## src/rtl/oam_dma_ctrl.sv

```systemverilog
`default_nettype none
// ============================================================================
//  Module      : oam_dma_ctrl
//  Description : Sprite-RAM DMA sequencer and CPU/memory bus arbiter. A CPU
//                write to the trigger address copies one page to the OAM port.
//  Revision    : 1.0 - initial release
// ============================================================================
module oam_dma_ctrl #(
    parameter logic [15:0] DMA_TRIG_ADDR = 16'h4014,
    parameter logic [15:0] OAM_DATA_ADDR = 16'h2004,
    parameter int          XFER_LEN      = 256
) (
    input  logic        clk,
    input  logic        rst,
    input  logic [15:0] cpu_addr_out,
    input  logic [7:0]  cpu_data_out,
    input  logic        cpu_ren,
    input  logic        cpu_wen,
    output logic [7:0]  cpu_data_in,
    output logic        cpu_rdy,
    output logic [15:0] mem_addr,
    output logic [7:0]  mem_data_out,
    output logic        mem_ren,
    output logic        mem_wen,
    input  logic [7:0]  mem_data_in,
    output logic        dma_busy
);

    localparam logic [2:0] S_IDLE  = 3'd0;
    localparam logic [2:0] S_HALT  = 3'd1;
    localparam logic [2:0] S_ALIGN = 3'd2;
    localparam logic [2:0] S_READ  = 3'd3;
    localparam logic [2:0] S_WRITE = 3'd4;

    localparam logic [8:0] C_LAST_IDX = 9'(XFER_LEN - 1);

    logic [2:0] r_state;
    logic [2:0] w_next;
    logic [7:0] r_page;
    logic [8:0] r_idx;
    logic [7:0] r_byte;
    logic       r_cyc_par;
    logic       w_load;

    always_ff @(posedge clk) begin
        if (rst) begin
            r_state   <= S_IDLE;
            r_page    <= 8'h00;
            r_idx     <= 9'd0;
            r_byte    <= 8'h00;
            r_cyc_par <= 1'b0;
        end else begin
            r_state   <= w_next;
            r_cyc_par <= ~r_cyc_par;
            if (w_load) begin
                r_page <= cpu_data_out;
                r_idx  <= 9'd0;
            end
            if (r_state == S_READ) begin
                r_byte <= mem_data_in;
            end
            if (r_state == S_WRITE) begin
                r_idx <= r_idx + 9'd1;
            end
        end
    end

    always_comb begin
        w_next       = r_state;
        w_load       = 1'b0;
        mem_addr     = 16'h0000;
        mem_data_out = 8'h00;
        mem_ren      = 1'b0;
        mem_wen      = 1'b0;
        cpu_data_in  = 8'h00;
        case (r_state)
            S_IDLE: begin
                // The trigger write itself still reaches memory.
                mem_addr     = cpu_addr_out;
                mem_data_out = cpu_data_out;
                mem_ren      = cpu_ren;
                mem_wen      = cpu_wen;
                cpu_data_in  = mem_data_in;
                if (cpu_wen && (cpu_addr_out == DMA_TRIG_ADDR)) begin
                    w_load = 1'b1;
                    w_next = S_HALT;
                end
            end
            S_HALT: begin
                w_next = r_cyc_par ? S_ALIGN : S_READ;
            end
            S_ALIGN: begin
                w_next = S_READ;
            end
            S_READ: begin
                // Low byte only: the source never carries into the next page.
                mem_ren  = 1'b1;
                mem_addr = {r_page, r_idx[7:0]};
                w_next   = S_WRITE;
            end
            S_WRITE: begin
                mem_wen      = 1'b1;
                mem_addr     = OAM_DATA_ADDR;
                mem_data_out = r_byte;
                w_next       = (r_idx == C_LAST_IDX) ? S_IDLE : S_READ;
            end
            default: begin
                w_next = S_IDLE;
            end
        endcase
    end

    assign cpu_rdy  = (r_state == S_IDLE);
    assign dma_busy = (r_state != S_IDLE);

endmodule
`default_nettype wire

```

## config.mk

```make
export PLATFORM = sky130hd
export DESIGN_NAME = oam_dma_ctrl
export DESIGN_NICKNAME = d
export VERILOG_FILES = /design/src/rtl/oam_dma_ctrl.sv
export SDC_FILE = /design/constraint.sdc
export NUM_CORES = 1
export LEC_CHECK = 0
export ABC_AREA = 1
export ABC_CLOCK_PERIOD_IN_PS = 4780
export CAP_MARGIN = 25
export CORE_MARGIN = 2
export CORE_UTILIZATION = 35
export CTS_CLUSTER_DIAMETER = 120
export CTS_CLUSTER_SIZE = 14
export DETAILED_ROUTE_END_ITERATION = 8
export GPL_ROUTABILITY_DRIVEN = 0
export HOLD_SLACK_MARGIN = 0.12
export PLACE_DENSITY = 0.79
export SLEW_MARGIN = 20
export SYNTH_ARGS = -nofsm -noshare
export SYNTH_HDL_FRONTEND = slang
export SYNTH_SLANG_ARGS = --single-unit
```

## constraint.sdc

```tcl
create_clock -name clk -period 4.78 [get_ports clk]
set_input_delay 1.195 -clock clk [delete_from_list [all_inputs] [get_ports clk]]
set_output_delay 1.195 -clock clk [all_outputs]
set_load 0.05 [all_outputs]
```

==> summary.txt, run 1 <==
Pwr
  – Switch Pwr: about 0.38 mW
  – P_leak: 1.02 nW
  – Maximum VDD drop: approximately 0.22 mV
  – Clock power frac: between 20 and 25%
  – Switch share: between 40% and 50%
  – Comb pwr share: 48.7%
  – PD cells: between 300 and 400 nW/um^2
  – Sequential power share: 28.8%
  – Internal power: 0.490 mW

Route
  – DRC Markers: 0
  – Vias per inst: 5.05
  – Wirelength, routed: around 4.8 mm
  – Detailed Routing Iterations Pass 1: 4
  – Vias: 1,803
  – DR WL/cell: 13.4 um
  – Post-DRT Antenna Nets: 0
  – Initial DRC count: roughly 160

Clock network
  – Sinks on Clock Net: 29
  – Num CTS Buffers: 5
  – Clock slew at reported path FFs: 60 ps
  – Clock latency on the worst-skew pair: a little under 300 ps
  – Post-CTS setup buffer count: 0
  – Clock Tree Root: clkbuf_8
  – CTS tree: built
  – Htree depth: 2
  – Resized cells post-CTS: 0
  – Bufs on Longest Clock Path: 2
  – Hold Buf Count CTS: 0

Yosys
  – Synth Cell Area: between 1500 and 2000 um^2
  – Post-synth ARST share: 0%
  – Synthesis warning total: 0
  – Synth Register Bits: 29
  – Post-synth EDFFs: 0
  – Prevailing post-synth register cell: dfxtp_1
  – Sequential area share after synthesis: 36.3%
  – Syn nets: about 270
  – Post-synth cell types: 25
  – Syn_area_per_cell: 6.78 um^2
  – Post-Syn Instances: 236

Layout
  – FF+latch area: 581 um^2
  – Nets@finish: around 340
  – Layout filler cell count: 435
  – # diodes: 0
  – Multi-input logic area: 818 um^2
  – Area growth, synth to finish: 50.1%
  – Share of cells above drive strength 1: 4.59%

Outcome
  – Run status: finished clean

GRT
  – First-pass GRT wire length: 7.80 mm
  – Vias in the first global route: 1,714
  – Largest net degree at the start of global routing: 26
  – Total grt overflow: 0
  – Initial antenna violation count: 0
  – GRT Total Usage: 19.6%

Worst setup path
  – CP max stage delay: 850 ps
  – Reg2Reg Setup Slack: 2900 ps
  – CP max FO: 2
  – Worst setup SP type: input port
  – Crit Reg-Reg Startpoint: r_idx[0]
  – CP startpoint: cpu_addr_out[7]
  – Arr. time, crit path: 2710 ps
  – Slowest cell on crit path: clkdlybuf4s50_1
  – WP data required: 3590 ps
  – Most used cell, CP: clkdlybuf4s50_1
  – CP Buf/Inv Count: 2
  – CP cell instances: clkdlybuf4s50_1, nand2_1, o21ai_0, clkdlybuf4s50_1
  – Critical setup path kind: in2out
  – Crit end category: output pin
  – Crit path max-delay family: buffers and inverters

Placed design
  – Setup Slack @ Placement: 880 ps
  – Port buffer count: 71
  – Dpl hpwl: 3.44 mm

Floorplan
  – Starting Density: 36.5%
  – Die X: between 70 and 80 um
  – Die height: about 72 um
  – Die area: 5130 um^2
  – Core area: approximately 4400 um^2
  – Site Rows: 24
  – IO Count: 72

Min path
  – Min-Delay Path Class: reg2reg
  – HP Start: r_cyc_par

STA
  – Hold Slack: 420 ps
  – Max-slew violations: 0
  – Fin crit share: 81.6%
  – RSZ-0062 raised after global routing: false
  – Final WS setup: 879 ps
  – Measured slew at the worst slew-check pin: 536 ps
  – Highest clock rate: 256 MHz
  – Setup TNS: 0 ps
  – Final hold vios: 0
  – Clk_skew: 3.57 ps
  – Final Setup Violations: 0
  – Fin crit period: 3900 ps
  – Relative slew slack: 64.2%

Flow run
  – Max Cap Viol: 0
state kept, by name, summed over array words and instances (netlist names):
name	flops
r_state	3
r_page	8
r_byte	8
r_cyc_par	1
r_idx	9
synth_stat cells, types with 2 or more instances:
| master | instances | area [um^2] |
|---|---|---|
| nor2_1 | 32 | 120 |
| inv_1 | 31 | 116 |
| o21ai_0 | 31 | 155 |
| nand2_1 | 30 | 113 |
| dfxtp_1 | 29 | 581 |
| nand3_1 | 20 | 100 |
| a21oi_1 | 19 | 95.1 |
| a22o_1 | 9 | 78.8 |
| clkbuf_1 | 5 | 18.8 |
| buf_2 | 4 | 20.0 |
| o22ai_1 | 4 | 25.0 |
| nor3_1 | 3 | 15.0 |
| o21ai_1 | 3 | 15.0 |
| buf_6 | 2 | 22.5 |
| ha_1 | 2 | 25.0 |
| inv_2 | 2 | 7.51 |
| nand4_1 | 2 | 12.5 |
routing by layer:
layer	GRT usage, %	part of all wire [%]
met5	0	0
met1	23.2	43
met2	31.3	44
met3	9.00	12
met4	7.34	1.7
cells in the final DEF (no fill, tap or decap), drive strengths merged:
cell           count
a21oi             19
a22o               9
a32o               1
buf                2
clkbuf             8
clkdlybuf4s50     71
dfxtp             29
ha                 2
inv               34
nand2             31
nand3             21
nand3b             1
nand4              2
nor2              33
nor3               3
o21ai             34
o22ai              4
or2                1
final cells by class:
type,count,share of cell area [%]
sequential,29,24.2
multi-input combinational,161,34.1
clock buffer,8,3.33
inverter,34,5.52
timing repair buffer,73,30.2
tap,52,2.71
through the flow:
stage | total power, mW | instances | utilization, % | cell area [um^2]
floorplan | 0.527 | 236 | - | 1600
global placement | 0.675 | 349 | 53.0 | 2320
detailed placement | 0.676 | 349 | 53.0 | 2320
CTS | 0.872 | 357 | 54.8 | 2400
global route | 0.900 | 357 | 54.8 | 2400
finish | 0.866 | 357 | 54.8 | 2400
kinds of logic after synthesis:
| logic type | Yosys count | share of synthesized area (%) |
|---|---|---|
| adder cells (fa/ha/maj) | 2 | 1.56 |
| AO/OA/AOI/OAI | 67 | 23.7 |
| AND/OR/NAND/NOR | 92 | 25.9 |
| buffers and inverters | 46 | 12.6 |
| flip-flops | 29 | 36.3 |
worst paths after layout:
path | cells past startpoint | endpoint
setup reg to reg | 8 | r_idx[8]
hold reg to reg | 1 | r_cyc_par
setup / recovery | 4 | mem_addr[7]
hold / removal | 1 | r_cyc_par
power by group through the flow:
stage | sequential (mW) | combinational (mW) | clock [mW]
2_1_floorplan | 0.254 | 0.273 | 0
3_3_place_gp | 0.254 | 0.421 | 0
3_5_place_dp | 0.254 | 0.422 | 0
4_1_cts | 0.249 | 0.424 | 0.199
5_1_grt | 0.249 | 0.440 | 0.210
6_report | 0.249 | 0.422 | 0.195
Note: power is estimated with default switching activity, not from simulation.
==> run 2: changes to the inputs <==
--- a/config.mk
+++ b/config.mk
@@ -6,7 +6,7 @@
 export NUM_CORES = 1
 export LEC_CHECK = 0
 export ABC_AREA = 1
-export ABC_CLOCK_PERIOD_IN_PS = 4780
+export ABC_CLOCK_PERIOD_IN_PS = 4080
 export CAP_MARGIN = 25
 export CORE_MARGIN = 2
 export CORE_UTILIZATION = 35
==> constraint.sdc (replaced) <==
create_clock -name clk -period 4.08 [get_ports clk]
set_input_delay 1.02 -clock clk [delete_from_list [all_inputs] [get_ports clk]]
set_output_delay 1.02 -clock clk [all_outputs]
set_load 0.05 [all_outputs]
==> run 2 against run 1 <==
Net effect:
- largest cell class unchanged
- highest routed layer unchanged
- register-to-register slack worse by 740 ps
- critical path type unchanged
- global-route usage shrank 0.076 points
- clock-buffer cell count shrank 3
==> summary.txt, run 2 (synthesis results as in run 1) <==
Outcome
  – Run status: finished clean (unchanged)

Clock network
  – Resized cells post-CTS: 0 (unchanged)
  – Htree depth: 2 (unchanged)
  – Clock slew at reported path FFs: 50 ps (was 60 ps)
  – Clock latency on the worst-skew pair: 290 ps (about the same)
  – Num CTS Buffers: 5 (unchanged)
  – Bufs on Longest Clock Path: 2 (unchanged)
  – Post-CTS setup buffer count: 0 (unchanged)
  – Sinks on Clock Net: 29 (unchanged)
  – CTS tree: built (unchanged)
  – Hold Buf Count CTS: 0 (unchanged)
  – Clock Tree Root: clkbuf_8 (unchanged)

Placed design
  – Port buffer count: 71 (unchanged)
  – Dpl cells: 350 (was 349)
  – Dpl hpwl: 3.50 mm (was 3.44 mm)

Worst setup path
  – WP data required: 3060 ps (was 3590 ps)
  – Crit end category: output pin (unchanged)
  – Worst reg-to-reg path cell count: 8 (unchanged)
  – Worst setup SP type: input port (unchanged)
  – Crit Reg-Reg Startpoint: r_idx[0] (unchanged)
  – Reg2Reg Setup Slack: 2160 ps (was 2900 ps)
  – Critical setup path kind: in2out (unchanged)
  – Critical R2R Capture: r_idx[8] (unchanged)
  – CP max FO: 2 (unchanged)
  – Arr. time, crit path: 2540 ps (was 2710 ps)

GRT
  – GR peak layer: met2 (unchanged)
  – Met3 usage: 6.33% (was 9.00%)
  – Grt met1 use: 24.1% (was 23.2%)
  – First-pass GRT wire length: 7.84 mm (was 7.80 mm)
  – Total grt overflow: 0 (unchanged)
  – GRT Total Usage: 19.6% (about the same)
  – Initial antenna violation count: 0 (unchanged)
  – Vias in the first global route: 1,723 (was 1,714)
  – Met2 Use GR: 31.4% (was 31.3%)
  – Largest net degree at the start of global routing: 26 (unchanged)

Floorplan
  – Die height: 71.6 um (unchanged)
  – Die X: 71.6 um (unchanged)
  – IO Count: 72 (unchanged)
  – Core area: 4380 um^2 (unchanged)
  – Die area: 5130 um^2 (unchanged)
  – Starting Density: 36.5% (unchanged)
  – Site Rows: 24 (unchanged)

Layout
  – Largest registers: r_idx: 9 flops, r_byte: 8 flops, r_page: 8 flops (unchanged)
  – Nets@finish: 343 (was 342)
  – Most frequent cells in the layout: clkdlybuf4s50_1, nor2_1, inv_1, o21ai_0, nand2_1 (unchanged)
  – Commonest non-fill, non-tap cell in the layout: clkdlybuf4s50_1 (unchanged)
  – Max reg flops: 9 (unchanged)
  – Share of cells above drive strength 1: 5.26% (was 4.59%)
  – Final core utilization: 54.8% (about the same)
  – # diodes: 0 (unchanged)
  – Fin cells: 356 (was 357)
  – Top reg by flops: r_idx (unchanged)
  – Area growth, synth to finish: 50.2% (was 50.1%)

Pwr
  – Sequential power share: 29.0% (was 28.8%)
  – Clock power frac: 21.9% (was 22.5%)
  – Internal power: 0.565 mW (was 0.490 mW)
  – Maximum VDD drop: 0.242 mV (was 0.223 mV)
  – Comb pwr share: 49.1% (was 48.7%)
  – P_leak: 1.03 nW (was 1.02 nW)
  – PD cells: 418 nW/um^2 (was 360 nW/um^2)
  – Switch share: 43.8% (was 43.4%)
  – Switch Pwr: 0.441 mW (was 0.376 mW)

Route
  – DRC Markers: 0 (unchanged)
  – Initial DRC count: 129 (was 159)
  – Vias: 1,809 (was 1,803)
  – Post-DRT Antenna Nets: 0 (unchanged)
  – Detailed Routing Iterations Pass 1: 4 (unchanged)
  – Vias per inst: 5.08 (was 5.05)
  – Wirelength, routed: 4.83 mm (was 4.77 mm)
  – DR WL/cell: 13.6 um (was 13.4 um)

Min path
  – Hold depth: 1 (unchanged)
  – HP Start: r_cyc_par (unchanged)
  – Worst Hold End: r_cyc_par (unchanged)
  – Min-Delay Path Class: reg2reg (unchanged)

STA
  – Fin crit period: approximately 3600 ps
  – RSZ-0062 raised after global routing: false (unchanged)
  – Clk_skew: 7.17 ps (was 3.57 ps)
  – Final Setup Violations: 0 (unchanged)
  – Fin crit share: 87.2%
  – Setup TNS: 0 ps (unchanged)
  – Relative slew slack: 64.2% (about the same)
  – Max-slew violations: 0 (unchanged)
  – Measured slew at the worst slew-check pin: 535 ps (was 536 ps)
  – Highest clock rate: between 200 and 300 MHz
  – Final hold vios: 0 (unchanged)

Flow run
  – Max Cap Viol: 0 (unchanged)
-- run 2: cell count changes in the layout (fill, tap and decap cells not counted), sizes merged --
cell and delta:
clkinv +1, buf +1, clkbuf -3
-- run 2: layout make-up --
class,count,area [um^2]
well taps,52,65.1
inverters,34,133
repair buffers,74,733
multi-input cells,161,818
clock inverters,1,5.00
clock buffers,5,68.8
fillers,448,1980
flip-flops and latches,29,581
-- run 2: stage by stage --
step           hold WS, ps  cell area (um^2)  worst slack [ps]  total power, mW
3_3_place_gp           406              2330               528            0.792
3_5_place_dp           412              2330               534            0.792
2_1_floorplan          393              1600               911            0.618
5_1_grt                457              2400               476             1.04
6_report               420              2400               520             1.01
4_1_cts                419              2400               534             1.01
-- run 2: worst max-delay path by stage --
stage	slack (ps)	end	cells past startpoint	startpoint
floorplan	910	mem_addr[4]	2	cpu_addr_out[4]
global placement	530	mem_addr[7]	4	cpu_addr_out[7]
detailed placement	530	mem_addr[7]	4	cpu_addr_out[7]
CTS	530	mem_addr[7]	4	cpu_addr_out[7]
global route	480	mem_addr[4]	4	cpu_addr_out[4]
finish	520	mem_addr[7]	4	cpu_addr_out[7]
-- run 2: worst max-delay path: stages --
cell             delay [ps]
clkdlybuf4s50_1         480
nand2_1                  60
o21ai_0                 120
clkdlybuf4s50_1         860
-- run 2: power groups by stage --
stage	sequential [mW]	combinational [mW]	clock (mW)
final	0.292	0.494	0.220
after global routing	0.292	0.516	0.233
after CTS	0.292	0.497	0.221
after detailed placement	0.298	0.494	0
after global placement	0.298	0.494	0
after floorplan	0.297	0.320	0
-- run 2: metal layers --
layer  part of all wire [%]  wire [um]  vias to the layer above
li1                       -          -                      916
met1                     44       2140                      811
met2                     44       2140                       74
met3                    9.5        460                        8
met4                    1.8         88                        0
met5                      0          0                        -
